===== config.mk =====
export PLATFORM = sky130hd
export DESIGN_NAME = vrf_wb_arbiter
export DESIGN_NICKNAME = d
export VERILOG_FILES = /design/src/rtl/vrf_wb_arbiter.sv
export SDC_FILE = /design/constraint.sdc
export NUM_CORES = 1
export LEC_CHECK = 0
export CAP_MARGIN = 20
export CORE_AREA = 8 8 161 163
export DETAILED_ROUTE_END_ITERATION = 10
export DIE_AREA = 0 0 169 171
export PLACE_DENSITY = 0.78
export SLEW_MARGIN = 20
export SYNTH_ARGS = -nofsm -noshare
export SYNTH_HDL_FRONTEND = slang
export SYNTH_SLANG_ARGS = --single-unit

===== constraint.sdc =====
create_clock -name clk -period 3.5 [get_ports clk]
set_input_delay 0.7 -clock clk [delete_from_list [all_inputs] [get_ports clk]]
set_output_delay 0.7 -clock clk [all_outputs]
set_load 0.02 [all_outputs]

===== src/rtl/vrf_wb_arbiter.sv =====
// Round-robin writeback arbiter for the regfile_vec write port, with a per-register pending-write scoreboard.
// Define VRF_WB_STATS_EN to add the conflict_cnt contention counter output.
module vrf_wb_arbiter #(
  parameter int unsigned DATA_W    = 128,
  parameter int unsigned ADDR_W    = 5,
  parameter int unsigned NUM_VREG  = 16,
  parameter int unsigned VREG_BASE = 16
) (
  input  logic                clk,
  input  logic                rst,
  input  logic                valu_valid,
  input  logic [ADDR_W-1:0]   valu_addr,
  input  logic [DATA_W-1:0]   valu_data,
  output logic                valu_ready,
  input  logic                vlsu_valid,
  input  logic [ADDR_W-1:0]   vlsu_addr,
  input  logic [DATA_W-1:0]   vlsu_data,
  output logic                vlsu_ready,
  input  logic                resv_valid,
  input  logic [ADDR_W-1:0]   resv_addr,
  output logic                vwe3,
  output logic [ADDR_W-1:0]   vwa3,
  output logic [DATA_W-1:0]   vwd3,
  output logic [NUM_VREG-1:0] vreg_busy,
  output logic                addr_err
`ifdef VRF_WB_STATS_EN
  ,
  output logic [15:0]         conflict_cnt
`endif
);

  typedef enum logic {
    GRANT_ALU = 1'b0,
    GRANT_LSU = 1'b1
  } grant_e;

  grant_e              last_grant;
  logic                xfer;
  logic                sel_in_range;
  logic [ADDR_W-1:0]   sel_addr;
  logic [DATA_W-1:0]   sel_data;
  logic [NUM_VREG-1:0] set_mask;
  logic [NUM_VREG-1:0] clr_mask;

  always_comb begin
    valu_ready = 1'b0;
    vlsu_ready = 1'b0;
    if (rst) begin
      if (valu_valid && vlsu_valid) begin
        valu_ready = (last_grant == GRANT_LSU);
        vlsu_ready = (last_grant == GRANT_ALU);
      end else begin
        valu_ready = valu_valid;
        vlsu_ready = vlsu_valid;
      end
    end
  end

  always_comb begin
    xfer         = valu_ready || vlsu_ready;
    sel_addr     = vlsu_ready ? vlsu_addr : valu_addr;
    sel_data     = vlsu_ready ? vlsu_data : valu_data;
    sel_in_range = (32'(sel_addr) >= VREG_BASE) &&
                   (32'(sel_addr) <  VREG_BASE + NUM_VREG);
  end

  // Decoding against every register index also filters out-of-range addresses.
  always_comb begin
    set_mask = '0;
    clr_mask = '0;
    for (int unsigned i = 0; i < NUM_VREG; i++) begin
      set_mask[i] = resv_valid && (32'(resv_addr) == VREG_BASE + i);
      clr_mask[i] = vwe3 && (32'(vwa3) == VREG_BASE + i);
    end
  end

  always_ff @(posedge clk) begin
    if (!rst) begin
      vwe3       <= 1'b0;
      vwa3       <= '0;
      vwd3       <= '0;
      vreg_busy  <= '0;
      addr_err   <= 1'b0;
      last_grant <= GRANT_LSU;
    end else begin
      vwe3     <= xfer && sel_in_range;
      addr_err <= xfer && !sel_in_range;
      if (xfer && sel_in_range) begin
        vwa3 <= sel_addr;
        vwd3 <= sel_data;
      end
      if (valu_ready) begin
        last_grant <= GRANT_ALU;
      end else if (vlsu_ready) begin
        last_grant <= GRANT_LSU;
      end
      // A reservation landing on the write-pulse cycle marks a new pending writer.
      vreg_busy <= (vreg_busy & ~clr_mask) | set_mask;
    end
  end

`ifdef VRF_WB_STATS_EN
  always_ff @(posedge clk) begin
    if (!rst) begin
      conflict_cnt <= '0;
    end else if (valu_valid && vlsu_valid && (conflict_cnt != '1)) begin
      conflict_cnt <= conflict_cnt + 16'd1;
    end
  end
`endif

endmodule


==> results of run 1 <==
layer usage:
metal  wire [um]  vias to the layer above  share of wire, %
met5          13                        -             0.050
met1       10600                     2815                41
met2       13100                      223                51
li1            -                     2887                 -
met4         243                        2              0.94
met3        1900                       16               7.4
area by class of cell:
| type | instances | area share (%) |
|---|---|---|
| timing repair buffer | 436 | 37.1 |
| multi-input combinational | 329 | 28.8 |
| sequential | 152 | 25.6 |
| clock buffer | 19 | 3.65 |
| tap | 319 | 3.36 |
| clock inverter | 13 | 1.23 |
| inverter | 7 | 0.221 |
metrics by stage:
stage | hold WS [ns] | utilization (%) | power [mW] | worst slack, ns
6_report | 0.459 | 51.0 | 4.89 | 0.671
5_1_grt | 0.476 | 51.0 | 5.11 | 0.593
4_1_cts | 0.465 | 51.0 | 4.97 | 0.671
3_5_place_dp | 0.445 | 48.5 | 3.11 | 0.687
3_3_place_gp | 0.443 | 48.5 | 3.09 | 0.699
2_1_floorplan | 0.468 | - | 2.48 | 1.25
flip-flops by register name, indices dropped and copies added, names as in the netlist:
| signal | flops |
|---|---|
| vwd3 | 128 |
| vreg_busy | 16 |
| vwa3 | 5 |
| addr_err | 1 |
| last_grant | 1 |
| vwe3 | 1 |
cells by family after synthesis:
kind of cell / count (synthesis) / share of synthesized area, %
AO/OA/AOI/OAI: 163 / 27.5
buffers and inverters: 55 / 5.69
flip-flops: 152 / 44.6
multiplexers: 132 / 19.4
AND/OR/NAND/NOR: 34 / 2.83
cells in the final DEF (no fill, tap or decap), drive strengths merged:
cell           synthesis  layout
and2                   1       1
buf                   41       8
a32o                   4       4
or3                    1       1
a31o                   1       1
o311ai                 3       3
inv                    7      11
o211ai                 9       9
nand3                  4       4
bufinv                 0       2
mux2i                132     132
dfxtp                152     152
nand4b                 3       3
o2bb2ai              132     132
clkdlybuf4s50          0     428
nor4                   1       1
o21ai                 13      13
clkinv                 0       2
o22ai                  1       1
nor3                   2       2
nor2                   3       3
nand4                  2       2
nand2b                 5       5
nand2                 10      10
clkinvlp               0       5
clkbuf                 7      19
nand3b                 2       2
power breakdown:
group	total, mW	switching, mW	internal, mW
combinational	1.13	0.489	0.636
sequential	1.94	0.0865	1.85
clock	1.83	0.769	1.06
total	4.89	1.34	3.55
final timing paths:
kind	startpoint	end	slack (ns)	depth (start not counted)
worst min-delay path	vwd3[64]	vwd3[64]	0.46	1
worst max-delay path	valu_valid	vlsu_ready	0.67	5
worst min register to register	vwd3[64]	vwd3[64]	0.46	1
worst max register to register	last_grant	vwd3[28]	1.57	5
critical path, stage by stage:
cell and delay, ns:
clkdlybuf4s50_1 0.45, nand2_1 0.17, nand3_4 0.11, inv_1 0.09, clkdlybuf4s50_1 0.61
==> impl_metrics.env, run 1 <==
export IMPL_synthTopCellsByArea="dfxtp_1 (45%), mux2i_1 (19%), o2bb2ai_2 (18%), o2bb2ai_1 (6.7%), buf_8 (1.8%)"
export IMPL_cts_tree="built"
export IMPL_dp_hpwl_um=20000
export IMPL_drtAntennaViolNets=0
export IMPL_use_met1_pct=19.6
export IMPL_antenna_cells=0
export IMPL_synth_area_sq_mm=0.00682
export IMPL_syn_inst=536
export IMPL_fp_dieW_um=169
export IMPL_stdcell_count=1275
export IMPL_grt_overflow_total=0
export IMPL_slew_viol_final=0
export IMPL_outcome="completed"
export IMPL_multi_input_area_sq_mm=0.00341
export IMPL_via_count=5943
export IMPL_ir_drop_mv=0.217
export IMPL_place_inst=1243
export IMPL_area_delta_synth_final_pct=74.1
export IMPL_slew_headroom_pct=35.6
export IMPL_grt_pass1_wl_um=38400
export IMPL_portBuffers=428
export IMPL_clk_path_buf_depth=2
export IMPL_drc=0
export IMPL_ys_seq_area_share_pct=44.6
export IMPL_htree_num_levels=4
export IMPL_clk_latency_ns=0.41
export IMPL_core_area_sq_mm=0.0233
export IMPL_ys_warn_count=0
export IMPL_fp_dieH_um=171
export IMPL_required_ns=2.80
export IMPL_synth_fp_nets=812
export IMPL_synth_top_area_share_pct=44.6
export IMPL_fmax_mhz=353
export IMPL_use_met3_pct=5.76
export IMPL_finClkSkew_ns=0.00582
export IMPL_dpl_cell_area_sq_mm=0.0113
export IMPL_first_iter_violations=288
export IMPL_fin_setup_tns_ns=0
export IMPL_setup_viol=0
export IMPL_final_cell_area_sq_mm=0.0119
export IMPL_ios=429
export IMPL_rsz0062_at_grt="no"
export IMPL_synth_area_per_cell_sq_um=12.7
export IMPL_layout_drive_gt1_share_pct=12.9
export IMPL_grt_pass1_vias=6387
export IMPL_cts_root_buffer_cell="clkbuf_16"
export IMPL_cp_arrival_ns=2.13
export IMPL_synth_flop_cell="dfxtp_1"
export IMPL_start_util_pct=29.3
export IMPL_clk_pin_slew_worst_paths_ns=0.06
export IMPL_hold_buffers=0
export IMPL_nets=1219
export IMPL_register_area_sq_mm=0.00304
export IMPL_grtUsageMet2_pct=30.1
export IMPL_grt_usage_pct=17.0
export IMPL_power_density_mw_per_mm2=412
export IMPL_viasPerCell=4.66
export IMPL_start_kind="primary input"
export IMPL_ctsResizeCount=0
export IMPL_routedWlPerCell_um=20.3
export IMPL_cp_max_fo=3
export IMPL_grt_start_max_net_pins=134
export IMPL_cp_end_kind="output port"
export IMPL_synth_top_cell_by_area="dfxtp_1"
export IMPL_critical_path_class="primary input to output port"
export IMPL_p_leak_nw=4.89
export IMPL_worst_slew_pin_slew_ns=0.966
export IMPL_num_fill_cells=2133
export IMPL_dr_pass1_iters=4
export IMPL_max_cap_viol_count=0
export IMPL_synth_common_cells="dfxtp_1 (152), mux2i_1 (132), o2bb2ai_2 (80), o2bb2ai_1 (52), buf_2 (22)"
export IMPL_hold_viol=0
export IMPL_antenna_found_initial=1
export IMPL_rows=56
export IMPL_cts_setup_buffers=0
export IMPL_cts_buffers=17
export IMPL_synthMostInstantiatedCell="dfxtp_1"
export IMPL_worstHoldPathType="register to register"
export IMPL_fin_crit_ns=2.83
export IMPL_synth_edf_count=0
export IMPL_async_reset_ff_share_pct=0
export IMPL_synthDistinctLibCells=31
export IMPL_drt_total_wl_um=25800
export IMPL_grt_busiest_layer="met2"
export IMPL_gp_congestion=0.793
export IMPL_period_share_pct=80.8
export IMPL_clock_sinks=152
export IMPL_ys_seq_elements=152
export IMPL_die_area_sq_mm=0.0289
(Power assumes the default switching activity.)
==> run 2, diff against run 1 <==
--- a/config.mk
+++ b/config.mk
@@ -6,10 +6,10 @@
 export NUM_CORES = 1
 export LEC_CHECK = 0
 export CAP_MARGIN = 20
-export CORE_AREA = 8 8 161 163
+export CORE_AREA = 8 8 162 164
 export DETAILED_ROUTE_END_ITERATION = 10
-export DIE_AREA = 0 0 169 171
-export PLACE_DENSITY = 0.78
+export DIE_AREA = 0 0 170 172
+export PLACE_DENSITY = 0.77
 export SLEW_MARGIN = 20
 export SYNTH_ARGS = -nofsm -noshare
 export SYNTH_HDL_FRONTEND = slang
==> constraint.sdc (replaced) <==
create_clock -name clk -period 2.68 [get_ports clk]
set_input_delay 0.536 -clock clk [delete_from_list [all_inputs] [get_ports clk]]
set_output_delay 0.536 -clock clk [all_outputs]
set_load 0.02 [all_outputs]
==> run 2 against run 1 <==
- setup slack lost 0.56 ns
- clock skew grew 0.0039 ns
- non-clock buffer count grew 10
- sequential share of layout area shrank 0.30 points
- combinational power grew 34%
- power grew 31%
==> impl_metrics.env, run 2 (synthesized netlist as in run 1, its figures left out) <==
export IMPL_outcome="completed"
export IMPL_worst_slew_pin_slew_ns=0.533
export IMPL_ff2ff_path_depth=6
export IMPL_cts_root_buffer_cell="clkbuf_16"
export IMPL_routedWlPerCell_um=19.7
export IMPL_rr_startpoint="last_grant"
export IMPL_ios=429
export IMPL_core_area_sq_mm=0.0238
export IMPL_p_leak_nw=4.96
export IMPL_grt_pass1_vias=6417
export IMPL_largest_reg_flops=128
export IMPL_gp_congestion=0.842
export IMPL_htree_num_levels=4
export IMPL_portBuffers=428
export IMPL_register_area_sq_mm=0.00304
export IMPL_crit_top_cell="clkdlybuf4s50_1"
export IMPL_viasPerCell=4.64
export IMPL_drt_total_wl_um=25400
export IMPL_cts_setup_buffers=0
export IMPL_fmax_mhz=389
export IMPL_max_cap_viol_count=0
export IMPL_clk_pin_slew_worst_paths_ns=0.06
export IMPL_ctsResizeCount=0
export IMPL_largest_register="vwd3"
export IMPL_final_common_cell="clkdlybuf4s50_1"
export IMPL_finClkSkew_ns=0.00972
export IMPL_area_delta_synth_final_pct=76.2
export IMPL_start_util_pct=28.6
export IMPL_pre_cts_slack_ns=0.0600
export IMPL_hp_start="vwd3[32]"
export IMPL_reg2reg_slack_ns=0.94
export IMPL_crit_chain="clkdlybuf4s50_1 > nand3_4 > inv_1 > clkdlybuf4s50_1"
export IMPL_hold_buffers=0
export IMPL_max_stage_delay_ns=0.64
export IMPL_total_power_mw=6.42
export IMPL_hold_end="vwd3[32]"
export IMPL_ir_drop_mv=0.338
export IMPL_rsz0062_at_grt="no"
export IMPL_critPathTopFamily="buffers and inverters"
export IMPL_cp_arrival_ns=2.03
export IMPL_grt_usage_pct=16.5
export IMPL_fin_crit_ns=2.57
export IMPL_layout_common_cells="clkdlybuf4s50_1 (428), dfxtp_1 (152), mux2i_1 (132), o2bb2ai_2 (80), o2bb2ai_1 (52)"
export IMPL_first_iter_violations=250
export IMPL_rows=57
export IMPL_slowest_stage="clkdlybuf4s50_1"
export IMPL_cts_buffers=17
export IMPL_power_density_mw_per_mm2=535
export IMPL_clk_latency_ns=0.42
export IMPL_clock_sinks=152
export IMPL_dp_hpwl_um=20100
export IMPL_grt_pass1_wl_um=37400
export IMPL_slew_viol_final=0
export IMPL_drc=0
export IMPL_reg2reg_to="vwd3[124]"
export IMPL_clk_path_buf_depth=2
export IMPL_grt_overflow_total=0
export IMPL_fin_setup_tns_ns=0
export IMPL_grt_start_max_net_pins=72
export IMPL_start_kind="primary input"
export IMPL_setup_viol=0
export IMPL_crit_buf_inv=3
export IMPL_layout_setup_ws_ns=0.111
export IMPL_cp_max_fo=4
export IMPL_stdcell_count=1289
export IMPL_hold_viol=0
export IMPL_num_fill_cells=2192
export IMPL_dr_pass1_iters=4
export IMPL_antenna_cells=0
export IMPL_required_ns=2.14
export IMPL_worstHoldPathCells=1
export IMPL_via_count=5976
export IMPL_critical_path_class="primary input to output port"
export IMPL_die_area_sq_mm=0.0292
export IMPL_cts_tree="built"
export IMPL_slew_headroom_pct=64.2
export IMPL_cp_end_kind="output port"
export IMPL_drtAntennaViolNets=0
export IMPL_layout_drive_gt1_share_pct=13.7
export IMPL_place_inst=1258
export IMPL_nets=1229
export IMPL_fp_dieW_um=170
export IMPL_fin_util_pct=50.4
export IMPL_fp_dieH_um=172
export IMPL_multi_input_area_sq_mm=0.00341
export IMPL_worstHoldPathType="register to register"
export IMPL_antenna_found_initial=0
export IMPL_period_share_pct=95.9
export IMPL_largestRegisters="vwd3 (128), vreg_busy (16), vwa3 (5)"
-- run 2: cell count changes in the layout (fill, tap and decap cells not counted) --
cell	change
clkinv_2	-1
inv_6	-1
buf_4	+5
inv_8	+1
buf_12	+5
-- run 2: cell type report --
cell class                      count  share of cell area, %
Clock buffer                       19                   3.61
Inverter                            7                  0.219
Timing Repair Buffer              446                   37.8
Sequential cell                   152                   25.3
Multi-Input combinational cell    329                   28.4
Clock inverter                     12                   1.20
Tap cell                          324                   3.38
-- run 2: routing by layer --
metal	global-route usage (%)	wire length, um	up-vias	share of wire (%)
li1	-	-	2910	-
met3	5.46	2010	28	7.9
met2	28.5	12600	256	50
met1	19.0	10300	2782	40
met5	0	0	-	0
met4	5.53	535	0	2.1
-- run 2: worst max-delay path by stage --
| stage | to | depth (start not counted) | start | slack (ns) |
|---|---|---|---|---|
| floorplan | vlsu_ready | 6 | rst | 0.76 |
| global placement | vlsu_ready | 4 | rst | 0.08 |
| detailed placement | vlsu_ready | 4 | rst | 0.06 |
| CTS | vlsu_ready | 4 | rst | 0.06 |
| global route | vlsu_ready | 4 | rst | 0.04 |
| finish | vlsu_ready | 4 | rst | 0.11 |
-- run 2: power by group --
group | switching (mW) | internal, mW | total (mW)
combinational | 0.652 | 0.853 | 1.51
sequential | 0.112 | 2.42 | 2.53
clock | 1.00 | 1.38 | 2.39
total | 1.77 | 4.65 | 6.42
-- run 2: metrics by stage --
| stage | hold WS, ns | cell area [sq um] |
|---|---|---|
| final | 0.461 | 12000 |
| after global routing | 0.477 | 12000 |
| after CTS | 0.467 | 12000 |
| after detailed placement | 0.446 | 11400 |
| after global placement | 0.443 | 11400 |
| after floorplan | 0.468 | 6820 |
==> run 3, diff against run 2 <==
--- a/config.mk
+++ b/config.mk
@@ -10,6 +10,7 @@
 export DETAILED_ROUTE_END_ITERATION = 10
 export DIE_AREA = 0 0 170 172
 export PLACE_DENSITY = 0.77
+export SKIP_CTS_REPAIR_TIMING = 1
 export SLEW_MARGIN = 20
 export SYNTH_ARGS = -nofsm -noshare
 export SYNTH_HDL_FRONTEND = slang
==> results of run 3 <==
Final layout, timing and power as in run 2 (identical DEF).
